### config.mk
export PLATFORM = sky130hd
export DESIGN_NAME = mem_port_arbiter
export DESIGN_NICKNAME = d
export VERILOG_FILES = /design/src/rtl/mem_port_arbiter_pkg.sv /design/src/rtl/mem_wmask_gen.sv /design/src/rtl/mem_port_arbiter.sv
export SDC_FILE = /design/constraint.sdc
export NUM_CORES = 1
export LEC_CHECK = 0
export ABC_CLOCK_PERIOD_IN_PS = 6950
export CAP_MARGIN = 20
export CORE_AREA = 4 4 196 198
export CTS_BUF_LIST = sky130_fd_sc_hd__clkbuf_16
export DETAILED_ROUTE_END_ITERATION = 7
export DIE_AREA = 0 0 200 202
export RECOVER_POWER = 25
export SLEW_MARGIN = 10
export SYNTH_ARGS = -nofsm -noshare
export SYNTH_HDL_FRONTEND = slang
export SYNTH_SLANG_ARGS = --single-unit
### constraint.sdc
create_clock -name clock -period 6.95 [get_ports clock]
set_input_delay 1.39 -clock clock [delete_from_list [all_inputs] [get_ports clock]]
set_output_delay 1.39 -clock clock [all_outputs]
set_load 0.02 [all_outputs]
### src/rtl/mem_port_arbiter_pkg.sv
// rtl/mem_port_arbiter_pkg.sv - shared encodings and widths for the memory port arbiter
package mem_port_arbiter_pkg;

    localparam int DEF_ADDR_W = 64;
    localparam int DEF_DATA_W = 64;
    localparam int DEF_INST_W = 32;

    localparam logic [1:0] SIZE_B = 2'd0;
    localparam logic [1:0] SIZE_H = 2'd1;
    localparam logic [1:0] SIZE_W = 2'd2;
    localparam logic [1:0] SIZE_D = 2'd3;

    typedef enum logic [1:0] {
        ST_IDLE = 2'd0,
        ST_REQ  = 2'd1,
        ST_WAIT = 2'd2,
        ST_ERR  = 2'd3
    } arb_state_t;

    typedef enum logic [1:0] {
        OWN_NONE = 2'd0,
        OWN_IF   = 2'd1,
        OWN_MEM  = 2'd2
    } owner_t;

endpackage

### src/rtl/mem_wmask_gen.sv
// rtl/mem_wmask_gen.sv - byte-enable and misalignment decode from access size and low address bits
module mem_wmask_gen
    import mem_port_arbiter_pkg::*;
(
    input  logic [1:0] size,
    input  logic [2:0] addr_lo,
    output logic [7:0] wmask,
    output logic       misalign
);

    // Lane mask is the size's base pattern shifted to the byte offset inside the 64-bit word
    always_comb begin
        wmask    = 8'h00;
        misalign = 1'b0;
        case (size)
            SIZE_B: begin
                wmask    = 8'h01 << addr_lo;
                misalign = 1'b0;
            end
            SIZE_H: begin
                wmask    = 8'h03 << addr_lo;
                misalign = addr_lo[0];
            end
            SIZE_W: begin
                wmask    = 8'h0F << addr_lo;
                misalign = (addr_lo[1:0] != 2'b00);
            end
            default: begin
                wmask    = 8'hFF;
                misalign = (addr_lo != 3'b000);
            end
        endcase
    end

endmodule

### src/rtl/mem_port_arbiter.sv
// rtl/mem_port_arbiter.sv - shares one 64-bit memory port between instruction fetch and load/store
module mem_port_arbiter
    import mem_port_arbiter_pkg::*;
#(
    parameter int ADDR_W       = DEF_ADDR_W,
    parameter int DATA_W       = DEF_DATA_W,
    parameter int INST_W       = DEF_INST_W,
    parameter int STARVE_LIMIT = 4
) (
    input  logic              clock,
    input  logic              reset,

    input  logic              if_req_valid,
    output logic              if_req_ready,
    input  logic [ADDR_W-1:0] if_req_addr,
    output logic              if_rsp_valid,
    output logic [INST_W-1:0] if_rsp_instr,
    output logic              if_rsp_err,

    input  logic              mem_req_valid,
    output logic              mem_req_ready,
    input  logic              mem_req_wr,
    input  logic [1:0]        mem_req_size,
    input  logic [ADDR_W-1:0] mem_req_addr,
    input  logic [DATA_W-1:0] mem_req_wdata,
    output logic              mem_rsp_valid,
    output logic [DATA_W-1:0] mem_rsp_rdata,
    output logic              mem_rsp_err,

    output logic              bus_req_valid,
    input  logic              bus_req_ready,
    output logic              bus_req_wr,
    output logic [ADDR_W-1:0] bus_req_addr,
    output logic [DATA_W-1:0] bus_req_wdata,
    output logic [7:0]        bus_req_wmask,
    input  logic              bus_rsp_valid,
    input  logic [DATA_W-1:0] bus_rsp_rdata
);

    localparam int CNT_W = $clog2(STARVE_LIMIT + 1);
    localparam logic [CNT_W-1:0] CNT_MAX = CNT_W'(STARVE_LIMIT);

    arb_state_t        state, state_nxt;
    owner_t            owner;
    logic [CNT_W-1:0]  starve_cnt;

    logic [ADDR_W-1:0] lat_addr;
    logic              lat_wr;
    logic [DATA_W-1:0] lat_wdata;
    logic [7:0]        lat_wmask;

    logic              grant_if, grant_mem, accept;
    logic [1:0]        sel_size;
    logic [2:0]        sel_addr_lo;
    logic [7:0]        sel_wmask;
    logic              sel_misalign;
    logic              rsp_done;

    // Fetch wins only when MEM is idle or IF has been starved for the full limit
    assign grant_if  = if_req_valid && (!mem_req_valid || (starve_cnt == CNT_MAX));
    assign grant_mem = mem_req_valid && !grant_if;
    assign accept    = if_req_ready || mem_req_ready;
    assign rsp_done  = (state == ST_WAIT) && bus_rsp_valid;

    // Fetches are decoded as word accesses so the shared mask/misalign logic covers them too
    assign sel_size    = grant_if ? SIZE_W : mem_req_size;
    assign sel_addr_lo = grant_if ? if_req_addr[2:0] : mem_req_addr[2:0];

    mem_wmask_gen u_wmask_gen (
        .size     (sel_size),
        .addr_lo  (sel_addr_lo),
        .wmask    (sel_wmask),
        .misalign (sel_misalign)
    );

    // State register
    always_ff @(posedge clock or negedge reset) begin
        if (!reset) state <= ST_IDLE;
        else        state <= state_nxt;
    end

    // Next-state: one transaction at a time, misaligned requests bypass the bus
    always_comb begin
        state_nxt = state;
        case (state)
            ST_IDLE: if (accept) state_nxt = sel_misalign ? ST_ERR : ST_REQ;
            ST_REQ:  if (bus_req_ready) state_nxt = ST_WAIT;
            ST_WAIT: if (bus_rsp_valid) state_nxt = ST_IDLE;
            default: state_nxt = ST_IDLE;
        endcase
    end

    // Handshake outputs: readies only in IDLE, bus request only in REQ
    always_comb begin
        if_req_ready  = 1'b0;
        mem_req_ready = 1'b0;
        bus_req_valid = 1'b0;
        case (state)
            ST_IDLE: begin
                if_req_ready  = grant_if;
                mem_req_ready = grant_mem;
            end
            ST_REQ:  bus_req_valid = 1'b1;
            default: ;
        endcase
    end

    assign bus_req_wr    = lat_wr;
    assign bus_req_addr  = lat_addr;
    assign bus_req_wdata = lat_wdata;
    assign bus_req_wmask = lat_wmask;

    // Request latch and owner tracking
    always_ff @(posedge clock or negedge reset) begin
        if (!reset) begin
            owner     <= OWN_NONE;
            lat_addr  <= '0;
            lat_wr    <= 1'b0;
            lat_wdata <= '0;
            lat_wmask <= 8'h00;
        end else if (accept) begin
            owner     <= grant_if ? OWN_IF : OWN_MEM;
            lat_addr  <= grant_if ? if_req_addr : mem_req_addr;
            lat_wr    <= grant_if ? 1'b0 : mem_req_wr;
            lat_wdata <= grant_if ? '0 : mem_req_wdata;
            lat_wmask <= sel_wmask;
        end else if (rsp_done || (state == ST_ERR)) begin
            owner     <= OWN_NONE;
        end
    end

    // Starvation counter: counts MEM grants taken while IF waits, saturating at the limit
    always_ff @(posedge clock or negedge reset) begin
        if (!reset) begin
            starve_cnt <= '0;
        end else if (state == ST_IDLE) begin
            if (!if_req_valid || grant_if)
                starve_cnt <= '0;
            else if (grant_mem && starve_cnt != CNT_MAX)
                starve_cnt <= starve_cnt + 1'b1;
        end
    end

    // Registered responses: one-cycle valid pulse, payload held until the next response
    always_ff @(posedge clock or negedge reset) begin
        if (!reset) begin
            if_rsp_valid  <= 1'b0;
            if_rsp_instr  <= '0;
            if_rsp_err    <= 1'b0;
            mem_rsp_valid <= 1'b0;
            mem_rsp_rdata <= '0;
            mem_rsp_err   <= 1'b0;
        end else begin
            if_rsp_valid  <= 1'b0;
            mem_rsp_valid <= 1'b0;
            if (rsp_done) begin
                if (owner == OWN_IF) begin
                    if_rsp_valid <= 1'b1;
                    if_rsp_err   <= 1'b0;
                    if_rsp_instr <= lat_addr[2] ? bus_rsp_rdata[2*INST_W-1:INST_W]
                                                : bus_rsp_rdata[INST_W-1:0];
                end else begin
                    mem_rsp_valid <= 1'b1;
                    mem_rsp_err   <= 1'b0;
                    mem_rsp_rdata <= lat_wr ? '0 : bus_rsp_rdata;
                end
            end else if (state == ST_ERR) begin
                if (owner == OWN_IF) begin
                    if_rsp_valid <= 1'b1;
                    if_rsp_err   <= 1'b1;
                    if_rsp_instr <= '0;
                end else begin
                    mem_rsp_valid <= 1'b1;
                    mem_rsp_err   <= 1'b1;
                    mem_rsp_rdata <= '0;
                end
            end
        end
    end

endmodule

==> reports/results.ini, run 1 <==
[clock_tree]
cts_buffers = 29
cts-root-buf = clkbuf_16
cts_setup_buffers = 0
cts.reportedPaths.clkPinSlew_ns = 0.06
clock_path_buffers = 3
worstSkewPairLatency_ns = 0.55
htree_levels = 1
clock_sinks = 244
cts.repair.resized = 0
cts_tree = built
hold_buffers = 0

[grt]
antenna_found_initial = 4
grt_use_total = 0.176
grt_first_pass_wirelength_um = 56100
first_global_vias = 9319
grt_max_degree = 155
grt_overflow_total = 0

[yosys]
yosysSeqAreaShare = 0.610
async_flop_share = 1.00
synth-main-ff-cell = dfrtp_1
avgSynthCellArea_um2 = 11.1
synthTopCellsByArea = dfrtp_1 (61%), a22o_1 (11%), nand2_1 (6.5%), a31oi_1 (3.9%), mux2i_1 (3.3%)
synth_seq_cells = 244
yosysWarnings = 0
synth_cells = 900
synth_cell_types = 44
yosysMostFrequentCell = dfrtp_1
synth_top_area_cell = dfrtp_1
synth_top_area_frac = 0.610
syn-cell-area_um2 = 10000
synthesis.nets = 1171
synthTopCellsByCount = dfrtp_1 (244), nand2_1 (172), a22o_1 (130)
synth_edf_count = 0

[placed_design]
port_buffers = 504
hpwl_um = 26600
gp_congestion = 0.844

[route]
first_pass_iters = 6
antenna_left = 0
via_count = 8871
wl_um = 37300
first_iter_violations = 429
routedWlPerCell_um = 20.0
drc = 0
viasPerCell = 4.76

[timing]
finalSetupViolations = 0
worst_slew_pin_slew_ns = 0.952
hold_viol_final = 0
skew_ns = 0.0108
min_period_over_period = 0.679
relSlewSlack = 0.360
tns_ns = 0
slew_violations = 0
max_freq_mhz = 212
fin_crit_ns = 4.72
hold-worst-slack_ns = 0.480
rsz0062_at_grt = no

[floorplan]
fp.dieH_um = 202
io_pins = 505
num_rows = 70
dieWidth_um = 200
initial_utilization = 0.274
dieArea_um2 = 40400
coreArea_um2 = 36500

[power]
p_leak_nw = 7.01
irDropWorstVdd_mv = 0.216
power_density_nw_per_um2 = 464
total_power_mw = 7.56

[final_layout]
synthToLayoutAreaGrowth_pct = 62.8
multi_input_area_um2 = 3520
fillers = 3521
seqCellArea_um2 = 6110
nets = 1642
drive_above_1_share = 0.0503

[setup_path]
crit_fanout = 6
end_kind = output pin
cp.arrival_ns = 3.33
path_class = input pin to output pin
required_ns = 5.56
critPathLaunchType = input pin

[outcome]
outcome = finished, final reports clean

[flow_run]
cap_violations = 0

[worst_hold_path]
min_path_type = register to register

## worst max-delay path, cell delays in order
cell	delay (ns)
dlygate4sd3_1	0.69
a21bo_2	0.29
nand2_2	0.08
and3_2	0.20
clkdlybuf4s50_1	0.67
## cell families after synthesis
kind of cell	synth area share
multiplexers	0.0330
buffers and inverters	0.0425
adder cells (fa/ha/maj)	0.00750
flip-flops	0.610
AO/OA/AOI/OAI	0.202
AND/OR/NAND/NOR	0.105
## registers in the layout (all words and copies together) (netlist names)
register,cells
owner,2
bus_req_addr,64
starve_cnt,3
if_rsp_err,1
state,2
mem_rsp_rdata,64
bus_req_wr,1
mem_rsp_valid,1
if_rsp_valid,1
bus_req_wmask,8
if_rsp_instr,32
bus_req_wdata,64
mem_rsp_err,1
## routing by layer
| metal | wire [µm] | vias up | part of all wire | GRT usage |
|---|---|---|---|---|
| met1 | 15000 | 4266 | 0.40 | 0.214 |
| met4 | 1170 | 0 | 0.031 | 0.0580 |
| met3 | 3450 | 67 | 0.093 | 0.0535 |
| met5 | 0 | - | 0 | 0 |
| met2 | 17700 | 382 | 0.47 | 0.295 |
| li1 | - | 4156 | - | - |
## report_power, final
| group | switching [mW] | total [mW] | leakage, nW | internal, mW |
|---|---|---|---|---|
| logic | 1.92 | 3.66 | 3.48 | 1.74 |
| clock network | 0.613 | 1.44 | 0.455 | 0.826 |
| registers | 0.382 | 2.45 | 3.08 | 2.07 |
| total | 2.92 | 7.56 | 7.01 | 4.64 |
## area by class of cell
type                            instances  share of cell area
Antenna cell                            4            0.000615
Clock buffer                           29              0.0446
Clock inverter                         23             0.00976
Inverter                               11             0.00253
Multi-Input combinational cell        571               0.216
Sequential cell                       244               0.375
Tap cell                              468              0.0360
Timing Repair Buffer                  514               0.315
## per-stage QoR
stage,setup WS [ns],std cells,instance area (µm²),utilization
after floorplan,3.21,900,10000,-
after global placement,2.28,1808,15400,0.422
after detailed placement,2.28,1808,15400,0.422
after CTS,2.27,1860,16300,0.446
after global routing,2.15,1863,16300,0.446
final,2.23,1864,16300,0.446
## cell usage in the layout (no fill, tap or decap), drive strengths merged, types with 3 or more instances in the layout
cell type      instances
buf                   11
nand2                172
o32ai                  3
o21ai                 46
clkinv                12
inv                   18
clkbuf                29
a22o                 130
o21a                   3
mux2i                 33
diode                  4
nor2                  70
clkdlybuf4s50        501
o22ai                  3
dfrtp                244
a21oi                  7
and3                   3
a31oi                 63
nand2b                 4
o32a                   3
ha                     6
## path summary, 6_finish.rpt
check	slack, ns	cells after the start	start	endpoint
worst max-delay path	2.23	5	mem_req_valid	mem_req_ready
worst min-delay path	0.48	2	if_rsp_instr[11]	if_rsp_instr[11]
worst max register to register	4.06	11	starve_cnt[0]	bus_req_wmask[5]
worst min register to register	0.48	2	if_rsp_instr[11]	if_rsp_instr[11]
max in group asynchronous	4.77	2	reset	bus_req_addr[45]
min in group asynchronous	0.87	1	reset	mem_rsp_rdata[35]
Note: power is estimated with default switching activity, not from simulation.
==> run 2: changes to the inputs <==
ABC_CLOCK_PERIOD_IN_PS = 4500   (was 6950)
clock period = 4.5 ns   (was 6.95 ns; I/O delays follow)
==> reports/results.ini, run 2 (synthesis results as in run 1) <==
[outcome]
outcome = finished with violations  ; was finished, final reports clean
violations = capacitance limit, slew limit

[setup_path]
end_kind = output pin  ; unchanged
worstPathCellList = clkdlybuf4s50_1 -> a21bo_2 -> nand2_2 -> and3_2 -> clkdlybuf4s50_1  ; was dlygate4sd3_1 -> a21bo_2 -> nand2_2 -> and3_2 -> clkdlybuf4s50_1
critPathLaunchType = input pin  ; unchanged
r2r_setup_slack_ns = 1.54  ; was 4.06 ns
cp.depth = 5  ; unchanged
path_class = input pin to output pin  ; unchanged
required_ns = 3.60  ; was 5.56 ns
r2r_end = bus_req_wmask[5]  ; unchanged
critPathBufInv = 2  ; unchanged
crit_fanout = 6  ; unchanged
r2r_start = starve_cnt[0]  ; unchanged
crit_path_frequent_cell = clkdlybuf4s50_1
cp_slowest_cell = clkdlybuf4s50_1  ; was dlygate4sd3_1
rr_worst_depth = 11  ; unchanged
cp_top_family = buffers and inverters  ; unchanged
critical-path-max-stage-delay_ns = 0.66  ; was 0.69 ns
cp.arrival_ns = 2.76  ; was 3.33 ns

[final_layout]
final_cell_mix = clkdlybuf4s50_1 (502), dfrtp_1 (243), nand2_1 (171)  ; was clkdlybuf4s50_1 (501), dfrtp_1 (243), nand2_1 (171)
synthToLayoutAreaGrowth_pct = 62.8  ; about the same
drive_above_1_share = 0.0495  ; was 0.0503
seqCellArea_um2 = 6110  ; unchanged
layout_commonest_cell = clkdlybuf4s50_1  ; unchanged
final_area_um2 = 16300  ; about the same
nets = 1643  ; was 1642
multi_input_area_um2 = 3530  ; was 3520 µm²
fillers = 3516  ; was 3521

[route]
wl_um = 37400  ; was 37300 µm
first_pass_iters = 5  ; was 6
first_iter_violations = 422  ; was 429
viasPerCell = 4.82  ; was 4.76
drc = 0  ; unchanged
via_count = 8993  ; was 8871
routedWlPerCell_um = 20.1  ; was 20.0 µm
antenna_left = 0  ; unchanged

[worst_hold_path]
min_path_type = register to register  ; unchanged
holdPathEnd = if_rsp_instr[31]  ; was if_rsp_instr[11]
holdPathStages = 2  ; unchanged
hp-start = if_rsp_instr[31]  ; was if_rsp_instr[11]

[grt]
first_global_vias = 9161  ; was 9319
antenna_found_initial = 4  ; unchanged
grt_overflow_total = 0  ; unchanged
grt_max_degree = 113  ; was 155
grt_first_pass_wirelength_um = 56000  ; was 56100 µm
grt_use_total = 0.175  ; was 0.176

[timing]
tns_ns = 0  ; unchanged
hold_viol_final = 0  ; unchanged
relSlewSlack = -0.985  ; was 0.360
slew_violations = 111  ; was 0
finalSetupViolations = 0  ; unchanged
fin_crit_ns = 3.66
skew_ns = 0.0339  ; was 0.0108 ns
worst_slew_pin_slew_ns = 2.98  ; was 0.952 ns
max_freq_mhz = 273
hold-worst-slack_ns = 0.479  ; was 0.480 ns
min_period_over_period = 0.814
setup_ws_ns = 0.838  ; was 2.23 ns
rsz0062_at_grt = no  ; unchanged

[clock_tree]
worstSkewPairLatency_ns = 0.57  ; was 0.55 ns
cts-root-buf = clkbuf_16  ; unchanged
cts_tree = built  ; unchanged
cts.reportedPaths.clkPinSlew_ns = 0.06  ; about the same
clock_sinks = 244  ; unchanged
cts_buffers = 28  ; was 29
clock_path_buffers = 3  ; unchanged
htree_levels = 1  ; unchanged
hold_buffers = 0  ; unchanged
cts.repair.resized = 0  ; unchanged
cts_setup_buffers = 0  ; unchanged

[floorplan]
coreArea_um2 = 36500  ; unchanged
dieWidth_um = 200  ; unchanged
dieArea_um2 = 40400  ; unchanged
io_pins = 505  ; unchanged
num_rows = 70  ; unchanged
fp.dieH_um = 202  ; unchanged
initial_utilization = 0.274  ; unchanged

[placed_design]
hpwl_um = 27100  ; was 26600 µm
postPlaceCellArea_um2 = 15400  ; about the same
dp_worst_setup_slack_ns = 0.629  ; was 2.28 ns
port_buffers = 504  ; unchanged
gp_congestion = 0.830  ; was 0.844

[power]
power_density_nw_per_um2 = 711  ; was 464 nW/µm²
p_leak_nw = 6.99  ; was 7.01 nW
irDropWorstVdd_mv = 0.339  ; was 0.216 mV

[flow_run]
cap_violations = 1  ; was 0

==> run 2: changes by cell type in the layout (fill, tap and decap cells not counted), sizes merged <==
cell           before  now
dlygate4sd3         2    1
clkinv             12   19
bufinv              2    1
clkdlybuf4s50     501  502
diode               4    2
inv                18   13
buf                11   12
==> run 2: power breakdown <==
group          switching [mW]  leakage [nW]  internal, mW
sequential              0.601          3.08          3.20
clock                   0.930         0.415          1.18
combinational            2.96          3.50          2.71
total                    4.49          6.99          7.10
==> run 2: cell type report <==
class | instances | area share
inverter | 11 | 0.00254
sequential | 244 | 0.375
clock buffer | 28 | 0.0430
clock inverter | 24 | 0.00868
timing repair buffer | 516 | 0.318
antenna | 2 | 0.000307
multi-input combinational | 571 | 0.216
tap | 468 | 0.0360
==> run 2: metal layers <==
| metal | global-route usage | wire length, µm |
|---|---|---|
| met1 | 0.217 | 14700 |
| met2 | 0.291 | 18100 |
| met3 | 0.0528 | 3500 |
| met4 | 0.0585 | 1100 |
| met5 | 0 | 27 |
==> run 2: worst max path at each step <==
stage | from | to
global route | reset | bus_req_addr[2]
global placement | mem_req_valid | bus_req_wmask[5]
CTS | mem_req_valid | mem_req_ready
floorplan | mem_req_valid | if_req_ready
detailed placement | mem_req_valid | bus_req_wmask[5]
finish | mem_req_valid | mem_req_ready
==> run 2: worst register-to-register path, stage by stage, from the launching register on <==
cell and delay, ns:
dfrtp_1 0.35, inv_1 0.07, ha_1 0.24, a21bo_2 0.23
nand2_2 0.09, buf_4 0.57, nand2b_1 0.27, ha_1 0.37
inv_1 0.07, o21ai_1 0.18, nor2_1 0.07, o32a_1 0.29
==> run 2: per-stage QoR <==
stage               instances  utilization  power, mW
floorplan                 900            -       6.66
global placement         1810        0.423       9.52
detailed placement       1810        0.423       9.57
CTS                      1862        0.446       11.8
global route             1864        0.446       12.3
finish                   1864        0.446       11.6
==> run 3: changes to the inputs <==
ABC_CLOCK_PERIOD_IN_PS = 2900   (was 4500)
CORE_AREA = 4 4 193 195   (was 4 4 196 198)
DIE_AREA = 0 0 197 199   (was 0 0 200 202)
clock period = 2.9 ns   (was 4.5 ns; I/O delays follow)
==> reports/results.ini, run 3 (synthesis results as in run 1) <==
[power]
power_density_nw_per_um2 = 1110  ; was 711 nW/µm²
total_power_mw = 18.3  ; was 11.6 mW
p_leak_nw = 7.12  ; was 6.99 nW
irDropWorstVdd_mv = 0.698  ; was 0.339 mV

[timing]
slew_violations = 77  ; was 111
skew_ns = 0.0228  ; was 0.0339 ns
max_freq_mhz = 371
min_period_over_period = 0.930
finalSetupViolations = 0  ; unchanged
fin_crit_ns = 2.70
relSlewSlack = -0.473  ; was -0.985
tns_ns = 0  ; unchanged
hold_viol_final = 0  ; unchanged
worst_slew_pin_slew_ns = 2.21  ; was 2.98 ns
hold-worst-slack_ns = 0.480  ; was 0.479 ns
rsz0062_at_grt = no  ; unchanged
setup_ws_ns = 0.204  ; was 0.838 ns

[route]
via_count = 9090  ; was 8993
antenna_left = 0  ; unchanged
first_pass_iters = 6  ; was 5
viasPerCell = 4.86  ; was 4.82
routedWlPerCell_um = 19.9  ; was 20.1 µm
first_iter_violations = 450  ; was 422
wl_um = 37300  ; was 37400 µm
drc = 0  ; unchanged

[clock_tree]
cts.reportedPaths.clkPinSlew_ns = 0.06  ; about the same
cts_buffers = 29  ; was 28
worstSkewPairLatency_ns = 0.55  ; was 0.57 ns
cts_tree = built  ; unchanged
cts.repair.resized = 2  ; was 0
clock_path_buffers = 3  ; unchanged
hold_buffers = 0  ; unchanged
htree_levels = 1  ; unchanged
clock_sinks = 244  ; unchanged
cts-root-buf = clkbuf_16  ; unchanged
cts_setup_buffers = 0  ; unchanged

[setup_path]
r2r_setup_slack_ns = 0.55  ; was 1.54 ns
required_ns = 2.32  ; was 3.60 ns
end_kind = output pin  ; unchanged
startpoint = starve_cnt[0]  ; was mem_req_valid
rr_worst_depth = 9  ; was 11
cp-endpoint = mem_req_ready  ; unchanged
r2r_start = starve_cnt[0]  ; unchanged
cp.arrival_ns = 2.12  ; was 2.76 ns
path_class = register to output pin  ; was input pin to output pin
r2r_end = bus_req_wmask[4]  ; was bus_req_wmask[5]
critPathLaunchType = register  ; was input pin
crit_fanout = 4  ; was 6

[floorplan]
io_pins = 505  ; unchanged
coreArea_um2 = 35400  ; was 36500 µm²
num_rows = 69  ; was 70
initial_utilization = 0.283  ; was 0.274
dieArea_um2 = 39200  ; was 40400 µm²
fp.dieH_um = 199  ; was 202 µm
dieWidth_um = 197  ; was 200 µm

[final_layout]
layout_commonest_cell = clkdlybuf4s50_1  ; unchanged
n_antenna_cell = 0  ; was 2
fillers = 3391  ; was 3516
utilization = 0.465  ; was 0.446
final_cell_mix = clkdlybuf4s50_1 (501), dfrtp_1 (243), nand2_1 (171)  ; was clkdlybuf4s50_1 (502), dfrtp_1 (243), nand2_1 (171)
drive_above_1_share = 0.0618  ; was 0.0495
instances_no_fill = 1869  ; was 1864
nets = 1659  ; was 1643
synthToLayoutAreaGrowth_pct = 64.6  ; was 62.8%
final_area_um2 = 16500  ; was 16300 µm²

[placed_design]
port_buffers = 504  ; unchanged
hpwl_um = 27200  ; was 27100 µm
placed_cells = 1818  ; was 1810
postPlaceCellArea_um2 = 15600  ; was 15400 µm²
dp_worst_setup_slack_ns = 0.0227  ; was 0.629 ns
gp_congestion = 0.830  ; unchanged

[grt]
grt_first_pass_wirelength_um = 55900  ; was 56000 µm
antenna_found_initial = 0  ; was 4
use_met1 = 0.224  ; was 0.217
grt-busiest-layer = met2  ; unchanged
grt_max_degree = 90  ; was 113
grtUsageMet3 = 0.0549  ; was 0.0528
met2_usage = 0.300  ; was 0.291
first_global_vias = 9230  ; was 9161
grt_overflow_total = 0  ; unchanged
grt_use_total = 0.178  ; was 0.175

[worst_hold_path]
min_path_type = register to register  ; unchanged
hp-start = if_rsp_instr[10]  ; was if_rsp_instr[31]
holdPathStages = 2  ; unchanged

[outcome]
outcome = finished with violations  ; unchanged
violations = capacitance limit, slew limit  ; unchanged

[flow_run]
cap_violations = 1  ; unchanged

## run 3: changes by cell type in the layout (fill, tap and decap cells not counted), sizes merged
cell / before / now
diode: 2 / 0
bufinv: 1 / 3
buf: 12 / 25
dlygate4sd2: 0 / 2
clkbuf: 29 / 32
dlygate4sd3: 1 / 0
clkinvlp: 2 / 3
clkinv: 19 / 9
inv: 13 / 18
clkdlybuf4s50: 502 / 501
## run 3: critical path, stage by stage (launching register included)
cell	delay, ns
dfrtp_1	0.35
inv_1	0.07
ha_1	0.24
a21bo_2	0.23
nand2_2	0.11
and3_2	0.20
dlygate4sd2_1	0.38
## run 3: metal layers
layer  share of wire  vias up
met2            0.48      413
met5               0        -
met1            0.40     4429
met4           0.024        0
met3           0.098       56
li1                -     4192
## run 3: worst min-delay path by stage
stage | to | slack, ns
2_1_floorplan | bus_req_addr[0] | 0.28
3_3_place_gp | if_rsp_instr[16] | 0.46
3_5_place_dp | if_rsp_instr[10] | 0.47
4_1_cts | mem_rsp_rdata[8] | 0.03
5_1_grt | if_rsp_err | 0.51
6_report | if_rsp_instr[10] | 0.48
## run 3: cell type report
cell class              instances  area [µm²]  share of cell area
flip-flops and latches        244        6110               0.371
well taps                     461         577              0.0350
inverters                      11        41.3             0.00251
clock buffers                  29         726              0.0441
clock inverters                22         184              0.0112
repair buffers                531        5310               0.322
multi-input cells             571        3530               0.214
## run 3: report_power, final
part / internal [mW] / switching (mW) / leakage (nW)
Combinational: 4.27 / 4.64 / 3.58
Sequential: 4.96 / 0.903 / 3.08
Clock: 2.07 / 1.45 / 0.463
Total: 11.3 / 7.00 / 7.12
